===== config.mk =====
export PLATFORM = sky130hd
export DESIGN_NAME = lsq_mem_arbiter
export DESIGN_NICKNAME = d
export VERILOG_FILES = /design/src/rtl/lsq_arb_pkg.sv /design/src/rtl/lsq_arb_fifo.sv /design/src/rtl/lsq_mem_arbiter.sv
export SDC_FILE = /design/constraint.sdc
export NUM_CORES = 1
export LEC_CHECK = 0
export CAP_MARGIN = 20
export CORE_MARGIN = 5
export CORE_UTILIZATION = 35
export CTS_CLUSTER_DIAMETER = 40
export DETAILED_ROUTE_END_ITERATION = 16
export GPL_TIMING_DRIVEN = 0
export PLACE_DENSITY_LB_ADDON = 0.3
export SYNTH_ARGS = -nofsm -noshare
export SYNTH_HDL_FRONTEND = slang
export SYNTH_SLANG_ARGS = --single-unit

===== constraint.sdc =====
create_clock -name clk -period 4.55 [get_ports clk]
set_input_delay 0.6825 -clock clk [delete_from_list [all_inputs] [get_ports clk]]
set_output_delay 0.6825 -clock clk [all_outputs]
set_load 0.1 [all_outputs]

===== src/rtl/lsq_arb_pkg.sv =====
// Shared types for the load/store memory arbiter: ceil-log2 helper, port-ID
// width and the response FIFO entry layout.
// Entry data is sized for the widest supported DATA_SIZE (64); narrower
// instances zero-extend, and the unused upper bits are constant.
package lsq_arb_pkg;

  // Ceiling log2; clog2(1) = 0.
  function automatic int clog2(input int n);
    int r;
    r = 0;
    while ((1 << r) < n) r++;
    return r;
  endfunction

  // Supports up to 16 load requesters.
  localparam int LSQ_ARB_MAX_LOAD_PORTS = 16;
  localparam int PORT_ID_W              = clog2(LSQ_ARB_MAX_LOAD_PORTS);
  localparam int LSQ_ARB_MAX_DATA       = 64;

  typedef logic [PORT_ID_W-1:0] port_id_t;

  typedef struct packed {
    port_id_t                    id;
    logic [LSQ_ARB_MAX_DATA-1:0] dat;
  } resp_entry_t;

endpackage


===== src/rtl/lsq_arb_fifo.sv =====
// Purpose: generic synchronous FIFO with simultaneous push/pop.
// Latency: pushed entry visible at head_dat on the next cycle.
// Backpressure: none internally; push when full (without pop) and pop when
//   empty are dropped, and callers use count as their credit.
// Ports: clk/rst (sync, active-high), push/push_dat, pop/head_dat, count.
module lsq_arb_fifo
  import lsq_arb_pkg::*;
#(
  parameter int WIDTH = 8,
  parameter int DEPTH = 4,
  localparam int AW   = clog2(DEPTH),
  localparam int CW   = AW + 1
) (
  input  logic             clk,
  input  logic             rst,
  input  logic             push,
  input  logic [WIDTH-1:0] push_dat,
  input  logic             pop,
  output logic [WIDTH-1:0] head_dat,
  output logic [CW-1:0]    count
);

  logic [WIDTH-1:0] mem [DEPTH];
  logic [AW-1:0]    wr_ptr;
  logic [AW-1:0]    rd_ptr;
  logic             do_push;
  logic             do_pop;

  assign do_pop  = pop && (count != '0);
  // A full FIFO may still accept a push in the same cycle as a pop.
  assign do_push = push && ((count != CW'(DEPTH)) || do_pop);

  always_ff @(posedge clk) begin
    if (rst) begin
      wr_ptr <= '0;
      rd_ptr <= '0;
      count  <= '0;
    end else begin
      if (do_push) wr_ptr <= wr_ptr + AW'(1);
      if (do_pop)  rd_ptr <= rd_ptr + AW'(1);
      count <= count + CW'(do_push) - CW'(do_pop);
    end
  end

  // Storage needs no reset: occupancy alone decides what is valid.
  always_ff @(posedge clk) begin
    if (do_push) mem[wr_ptr] <= push_dat;
  end

  assign head_dat = mem[rd_ptr];

endmodule


===== src/rtl/lsq_mem_arbiter.sv =====
// Purpose: arbitrate load/store requesters onto one memory port and route
//   in-order read data back to the issuing load port.
// Latency: request issue 0 cycles (combinational grant); response visible
//   1 cycle after mem_rdata_valid.
// Backpressure: mem_req_ready gates every requester ready; loads are masked
//   when in-flight loads plus buffered responses reach DEPTH; read data has
//   no backpressure, and responses wait in the FIFO for load_data_ready.
// Ports: clk, rst (sync active-high); load_* request/response buses (port i
//   at slice i); store_* request buses; mem_* single memory port.
// Build option: define LSQ_ARB_ROUND_ROBIN_EN for round-robin arbitration;
//   otherwise fixed priority, lowest index first, and no pointer register.
module lsq_mem_arbiter
  import lsq_arb_pkg::*;
#(
  parameter int LOAD_PORTS   = 2,
  parameter int STORE_PORTS  = 1,
  parameter int DATA_SIZE    = 32,
  parameter int ADDRESS_SIZE = 32,
  parameter int DEPTH        = 4
) (
  input  logic                               clk,
  input  logic                               rst,
  input  logic [LOAD_PORTS*ADDRESS_SIZE-1:0] load_addr_bus,
  input  logic [LOAD_PORTS-1:0]              load_valid_bus,
  output logic [LOAD_PORTS-1:0]              load_ready_bus,
  output logic [LOAD_PORTS*DATA_SIZE-1:0]    load_data_bus,
  output logic [LOAD_PORTS-1:0]              load_data_valid_bus,
  input  logic [LOAD_PORTS-1:0]              load_data_ready_bus,
  input  logic [STORE_PORTS*ADDRESS_SIZE-1:0] store_addr_bus,
  input  logic [STORE_PORTS*DATA_SIZE-1:0]   store_data_bus,
  input  logic [STORE_PORTS-1:0]             store_valid_bus,
  output logic [STORE_PORTS-1:0]             store_ready_bus,
  output logic                               mem_req_valid,
  input  logic                               mem_req_ready,
  output logic                               mem_we,
  output logic [ADDRESS_SIZE-1:0]            mem_addr,
  output logic [DATA_SIZE-1:0]               mem_wdata,
  input  logic [DATA_SIZE-1:0]               mem_rdata,
  input  logic                               mem_rdata_valid
);

  localparam int TOTAL = LOAD_PORTS + STORE_PORTS;
  localparam int GW    = (clog2(TOTAL) < 1) ? 1 : clog2(TOTAL);
  localparam int CW    = clog2(DEPTH) + 1;
  localparam int EW    = $bits(resp_entry_t);

  logic [TOTAL-1:0] req;
  logic             credit_ok;
  logic [CW-1:0]    inflight;
  logic [CW-1:0]    resp_count;
  logic             gnt_vld;
  logic [GW-1:0]    gnt_idx;
  port_id_t         gnt_id;
  logic             hs;
  logic             load_hs;
  logic             ret;
  port_id_t         id_head;
  resp_entry_t      resp_in;
  resp_entry_t      resp_head;
  logic             resp_pop;

  // The in-flight count is the ID queue occupancy; every issued load owns
  // one ID slot and, later, one response slot, so their sum is the credit.
  assign credit_ok = ({1'b0, inflight} + {1'b0, resp_count}) < (CW+1)'(DEPTH);
  assign req       = {store_valid_bus, load_valid_bus & {LOAD_PORTS{credit_ok}}};

`ifdef LSQ_ARB_ROUND_ROBIN_EN
  logic [GW-1:0] rr_ptr;

  // First requester at or after rr_ptr, wrapping around the vector.
  always_comb begin
    int cand;
    cand    = 0;
    gnt_vld = 1'b0;
    gnt_idx = '0;
    for (int off = 0; off < TOTAL; off++) begin
      cand = int'(rr_ptr) + off;
      if (cand >= TOTAL) cand = cand - TOTAL;
      if (!gnt_vld && req[cand]) begin
        gnt_vld = 1'b1;
        gnt_idx = GW'(cand);
      end
    end
  end

  always_ff @(posedge clk) begin
    if (rst) begin
      rr_ptr <= '0;
    end else if (hs) begin
      rr_ptr <= (gnt_idx == GW'(TOTAL-1)) ? '0 : gnt_idx + GW'(1);
    end
  end
`else
  // Fixed priority: scanning downward leaves the lowest index granted.
  always_comb begin
    gnt_vld = 1'b0;
    gnt_idx = '0;
    for (int i = TOTAL-1; i >= 0; i--) begin
      if (req[i]) begin
        gnt_vld = 1'b1;
        gnt_idx = GW'(i);
      end
    end
  end
`endif

  // Memory request mux; everything is forced idle while rst is high.
  always_comb begin
    mem_req_valid   = 1'b0;
    mem_we          = 1'b0;
    mem_addr        = '0;
    mem_wdata       = '0;
    load_ready_bus  = '0;
    store_ready_bus = '0;
    gnt_id          = '0;
    if (gnt_vld && !rst) begin
      mem_req_valid = 1'b1;
      for (int i = 0; i < LOAD_PORTS; i++) begin
        if (gnt_idx == GW'(i)) begin
          mem_addr          = load_addr_bus[i*ADDRESS_SIZE +: ADDRESS_SIZE];
          load_ready_bus[i] = mem_req_ready;
          gnt_id            = port_id_t'(i);
        end
      end
      for (int s = 0; s < STORE_PORTS; s++) begin
        if (gnt_idx == GW'(LOAD_PORTS + s)) begin
          mem_we             = 1'b1;
          mem_addr           = store_addr_bus[s*ADDRESS_SIZE +: ADDRESS_SIZE];
          mem_wdata          = store_data_bus[s*DATA_SIZE +: DATA_SIZE];
          store_ready_bus[s] = mem_req_ready;
        end
      end
    end
  end

  assign hs      = mem_req_valid && mem_req_ready;
  assign load_hs = hs && !mem_we;
  // Read data with nothing outstanding (e.g. loads dropped by a reset) is
  // a protocol error and is ignored.
  assign ret     = mem_rdata_valid && (inflight != '0) && !rst;

  assign resp_in.id  = id_head;
  assign resp_in.dat = LSQ_ARB_MAX_DATA'(mem_rdata);

  lsq_arb_fifo #(
    .WIDTH (PORT_ID_W),
    .DEPTH (DEPTH)
  ) u_id_q (
    .clk      (clk),
    .rst      (rst),
    .push     (load_hs),
    .push_dat (gnt_id),
    .pop      (ret),
    .head_dat (id_head),
    .count    (inflight)
  );

  lsq_arb_fifo #(
    .WIDTH (EW),
    .DEPTH (DEPTH)
  ) u_resp_q (
    .clk      (clk),
    .rst      (rst),
    .push     (ret),
    .push_dat (resp_in),
    .pop      (resp_pop),
    .head_dat (resp_head),
    .count    (resp_count)
  );

  // Only the owning port sees the response head; only that port may pop it.
  always_comb begin
    load_data_bus       = '0;
    load_data_valid_bus = '0;
    resp_pop            = 1'b0;
    if ((resp_count != '0) && !rst) begin
      for (int i = 0; i < LOAD_PORTS; i++) begin
        if (resp_head.id == port_id_t'(i)) begin
          load_data_valid_bus[i]                   = 1'b1;
          load_data_bus[i*DATA_SIZE +: DATA_SIZE]  = DATA_SIZE'(resp_head.dat);
          resp_pop                                 = load_data_ready_bus[i];
        end
      end
    end
  end

endmodule


Yosys cells after proc, flatten, opt, wreduce, memory -nomap -nowiden
Memory sizes are Yosys's and may differ from the RTL's. A register that Yosys moved wholly into a read port is not among the register bits.
Index checks and enable logic that the tools add are counted.
- memories: 2
- word-level logic and storage cells: 81
- output and inout bits: 135
- register bits after elaboration: 14
- bits of input ports: 169
- memory bits (writable): 148
- $lt $le $gt $ge: 1
- reduce and logical (&&, ||, !) cells: 18
- $add $sub $neg: 9
- bitwise operators: 1
- mux-type cells: 39
- equality and inequality tests: 5
- memories (name ; depth ; bits a word ; read ports ; clocked after memory_dff ; wr ports ; RTL line ; text):
    u_resp_q.mem ; 4 ; 36 ; 1 ; 1 ; 1 ; lsq_arb_fifo.sv:23 ; logic [WIDTH-1:0] mem [DEPTH];
    u_id_q.mem ; 4 ; 1 ; 1 ; 1 ; 1 ; lsq_arb_fifo.sv:23 ;
- operators with widths (operator ; count):
    $mux W32 ; 8
    $mux W64 ; 1
    $mux W1 ; 21
    $mux W2 ; 9
    $logic_and A1 B1 Y1 ; 10
    $add A2 B1 Y2 const B ; 4
    $add A3 B1 Y3 ; 2
    $ne A3 B3 Y1 const B ; 2
    $reduce_bool A3 Y1 ; 2
    $sub A3 B1 Y3 ; 2
    $add A3 B3 Y4 ; 1
    $eq A4 B1 Y1 const B ; 1
    $logic_not A4 Y1 ; 1
    $lt A4 B3 Y1 const B ; 1
    $and A2 B2 Y2 ; 1
    $eq A2 B1 Y1 const B ; 1
    $eq A2 B2 Y1 const B ; 1
    $logic_not A1 Y1 ; 2
    $logic_not A2 Y1 ; 1
    $logic_or A1 B1 Y1 ; 2

Depth between registers and ports, before layout
- word-level depth: 13
- mapped depth: 11
- depth with buffers taken out: 10

By module
A second synthesis with hierarchy kept.
- cell total of the unflattened synthesis: 808
- area, all modules: 13571.8 um^2
- by module, submodules not included (module ; seq. area each (um^2) ; area each (um^2) ; cells an instance ; times used):
    lsq_arb_fifo (u_resp_q) ; 8348.0 ; 10253.6 ; 402 ; 1
    lsq_mem_arbiter ; 0.0 ; 2284.7 ; 339 ; 1
    lsq_arb_fifo (u_id_q) ; 660.6 ; 1033.5 ; 67 ; 1

Worst setup path after synthesis
OpenSTA, ideal clock, no wires.
- path type: flip-flop to output port
- start: register u_resp_q.count[2]
- end: output port mem_addr[22]
- stages on the path, launching flop included: 8
- path slack: -0.072 ns
- buffers on the path: 2
- data required time: 3.868 ns
- arrival time: 3.940 ns
- path through: dfxtp_1 ha_1 or3_1 clkbuf_1 o31ai_4 buf_2 o221ai_1 nor3_1
- cells in the longest elaborated chain, start to end: 10
- elaborated cells between the ends (all ways): 15
- classes of those cells: 1 x add/sub; 1 x order compare; 2 x eq/ne; 8 x mux; 1 x bitwise; 2 x reduce/logical
- RTL lines (element ; RTL line ; text):
    start, declared ; lsq_arb_fifo.sv:20 ; output logic [CW-1:0] count
    start signal, assigned ; lsq_arb_fifo.sv:41 ; count <= count + CW'(do_push) - CW'(do_pop);
    $add A3 B3 Y4 (*) ; lsq_mem_arbiter.sv:64 ; assign credit_ok = ({1'b0, inflight} + {1'b0, resp_count}) < (CW+1)'(DEPTH);
    $lt A4 B3 Y1 (*) ; lsq_mem_arbiter.sv:64 ;
    $and A2 B2 Y2 (*) ; lsq_mem_arbiter.sv:65 ; assign req = {store_valid_bus, load_valid_bus & {LOAD_PORTS{credit_ok}}};
    $mux W2 (2 in a row) ; lsq_mem_arbiter.sv:99 ; if (req[i]) begin
    $logic_not A2 Y1 ; lsq_mem_arbiter.sv:119 ; if (gnt_idx == GW'(i)) begin
    $mux W32 (2 in a row) ; lsq_mem_arbiter.sv:119 ;
    $mux W32 ; lsq_mem_arbiter.sv:126 ; if (gnt_idx == GW'(LOAD_PORTS + s)) begin
    $mux W32 (*) ; lsq_mem_arbiter.sv:116 ; if (gnt_vld && !rst) begin
    end, declared ; lsq_mem_arbiter.sv:36 ; output logic [ADDRESS_SIZE-1:0] mem_addr,
Mark *: on every way between the ends. The rest lies on a longest branch, timed or not.

Worst setup path in the final report
- start: input port rst
- end: output port load_data_valid_bus[1]
- cells in the longest elaborated chain, start to end: 3
- RTL lines (element ; RTL line ; text):
    start, declared ; lsq_mem_arbiter.sv:22 ; input logic rst,
    $logic_not A1 Y1 ; lsq_mem_arbiter.sv:176 ; if ((resp_count != '0) && !rst) begin
    $logic_and A1 B1 Y1 ; lsq_mem_arbiter.sv:176 ;
    $mux W2 ; lsq_mem_arbiter.sv:176 ;
    end, declared ; lsq_mem_arbiter.sv:27 ; output logic [LOAD_PORTS-1:0] load_data_valid_bus,
No other way between the ends.

==> flow_summary.yaml <==
run_status:
  status: "completed"
setup_path:
  cpLargestDelayFamily: "buffers and inverters"
  startpoint_type: "primary input"
  crit_buf_inv: 5
  crit_slowest_cell: "clkdlybuf4s50_1"
  cp_max_fo: 10
  end_kind: "primary output"
  path_cells: "clkdlybuf4s50_1 > clkbuf_1 > nor2_1 > clkbuf_1 > nand2_1 > inv_1 > clkdlybuf4s50_1"
  critPathMaxStageDelay_ns: 1.12
  cp.arrival_ns: 3.70
  crit_required_ns: 3.87
  path_class: "in -> out"
synthesis:
  yosys-top-cells-count: "edfxtp_1, and2_1, nor2_1"
  syn_inst: 570
  synth_fp_nets: 755
  ys_seq_area_share_pct: 58.41
  post-synth-top-area-cell: "edfxtp_1"
  synth_most_common_cell: "edfxtp_1"
  synth_top_area_share_pct: 53.68
  avgSynthCellArea_sq_um: 13.35
  synth.area.top_cells: "edfxtp_1, mux4_2, and2_1, dfxtp_1, o221ai_1"
  async_flop_share_pct: 0
  synth_edf_count: 136
  synth-warning-count: 0
  synth_flop_cell: "edfxtp_1"
  ys_ff_latch: 154
  synth_area_sq_mm: 0.007609
  ys_types: 45
power:
  power.leakage_nw: 5.409
  ir_drop_uv: 312.1
  cellPowerDensity_mw_per_mm2: 498.4
timing:
  fin_crit_ns: 4.378
  finalSetupTns_ns: 0
  worst_pin_slew_ns: 1.061
  slew_headroom_pct: 29.18
  fmax_mhz: 228.4
  fin_skew_ns: 0.01846
  setup_slack_ns: 0.1718
  period_share_pct: 96.22
  setup_violations: 0
  hold_viol_final: 0
  drv_slew: 0
clock_network:
  clk_latency_ns: 0.42
  clock_sinks: 154
  cts_tree: "built"
  cts_buffers: 17
  post-cts-setup-buffers: 0
  clock-root-buffer: "clkbuf_16"
  path_clk_slew_ns: 0.06
  cts_buffer_depth: 2
  htreeDepth: 4
cells_and_area:
  seq_area_sq_mm: 0.004444
  layout-drive-gt1-share_pct: 13.11
  multiInputGateArea_sq_mm: 0.002929
  area_delta_synth_final_pct: 53.17
  final_area_sq_mm: 0.01165
  fill_cells: 1870
  final_core_util_pct: 53.90
  nNetsFinal: 1080
global_routing:
  grt-ovfl-total: 0
  grt_pass1_wl_microns: 33340
  grt_usage_pct: 17.65
  first_global_vias: 6015
  antenna_found_initial: 0
  grt_max_degree: 34
placement:
  gp_routability_congestion: 0.8400
  dpl_cell_area_sq_mm: 0.01107
  place_hpwl_microns: 17230
  port_buffers: 303
  place_ws_ns: -0.01893
hold_path:
  hp-class: "reg -> reg"
routing:
  avgViaCountPerCell: 4.999
  drc: 0
  ant_nets: 0
  drt_iter0_markers: 298
  wl_per_cell_microns: 18.99
  via_count: 5944
  wl_microns: 22580
  drtPass1Iterations: 4
floorplanning:
  die_area_sq_mm: 0.02479
  die_h_microns: 157.4
  coreArea_sq_mm: 0.02162
  die_w_microns: 157.4
  start_util_pct: 35.19
  io-pin-count: 304
  rows: 54
job:
  max_cap_viol_count: 0
## placed cells by master (no fill, tap or decap), types with 3 or more instances in the layout
master / netlist / final
a21oi_1: 5 / 5
and2_1: 69 / 65
and2_2: 0 / 4
and3_1: 37 / 37
buf_12: 0 / 3
buf_2: 6 / 6
clkbuf_1: 37 / 39
clkbuf_16: 0 / 17
clkbuf_2: 0 / 27
clkdlybuf4s50_1: 0 / 180
clkinvlp_4: 0 / 4
dfxtp_1: 18 / 18
dlygate4sd2_1: 0 / 23
dlymetal6s2s_1: 0 / 70
edfxtp_1: 136 / 136
ha_1: 14 / 14
inv_1: 19 / 19
inv_6: 0 / 5
mux4_2: 34 / 34
nand3_1: 3 / 3
nor2_1: 48 / 48
nor2b_1: 3 / 3
nor3_1: 38 / 35
nor3_2: 0 / 3
o221ai_1: 31 / 31
or4_1: 31 / 31
xnor2_1: 5 / 5
## stage by stage
stage,std cells,power (mW),hold slack (ns)
final,1189,5.809,0.4804
after global routing,1188,6.071,0.5031
after global placement,1153,4.582,0.4503
after CTS,1188,5.883,0.4764
after detailed placement,1156,4.608,0.4562
after floorplan,570,3.838,0.4323
## worst paths after layout
| path | slack, ns | depth (start not counted) | start | endpoint |
|---|---|---|---|---|
| worst max-delay path | 0.17 | 7 | rst | load_data_valid_bus[1] |
| worst min-delay path | 0.48 | 1 | u_resp_q.rd_ptr[1] | flop |
| worst max register to register | 1.65 | 5 | flop | u_resp_q.mem[3][25] |
| worst min register to register | 0.48 | 1 | u_resp_q.rd_ptr[1] | flop |
## timing repair
action	CTS	global route
gates resized for setup	59	149
setup endpoints to repair	53	98
hold buffers	0	0
## layer usage
metal | up-vias | track usage (%) | part of all wire (%) | wire (microns)
met4 | 0 | 4.220 | 1.3 | 301
met2 | 254 | 31.43 | 52 | 11680
met3 | 22 | 6.104 | 9.0 | 2040
met5 | - | 0 | 0 | 0
met1 | 2805 | 20.49 | 38 | 8563
li1 | 2863 | - | - | -
## kinds of logic (layout without fill, tap and decap cells)
group	after synthesis	after routing	synth area share, %
AOI/OAI and AO/OA	48	48	5.460
xor gates and xnor gates	6	6	0.6907
adders and majority gates	16	16	2.829
buffers and inverters	64	402	3.355
DFF	154	154	58.41
muxes	37	37	10.69
other	0	1	0
and+or+nand+nor	245	245	18.57
## sequential cells by signal, indices dropped and copies added (netlist names), named ones only
name             flops
u_id_q.count         3
u_resp_q.mem       132
u_id_q.wr_ptr        2
u_resp_q.rd_ptr      2
u_id_q.rd_ptr        2
u_resp_q.wr_ptr      2
u_resp_q.count       3
u_id_q.mem           4
## final cells by class
cell class                 instances  share of cell area [%]
multi-input combinational        352                   25.13
timing repair buffer             306                   26.66
sequential                       154                   38.14
inverter                          19                  0.6120
clock buffer                      19                   3.715
tap                              280                   3.006
buffer                            45                   1.578
clock inverter                    13                   1.138
antenna                            1                 0.02147
## where the power goes
part | switching [mW] | internal, mW
clock | 0.562 | 0.765
sequential | 0.0580 | 1.64
combinational | 2.03 | 0.754
Note: power is estimated with default switching activity, not from simulation.
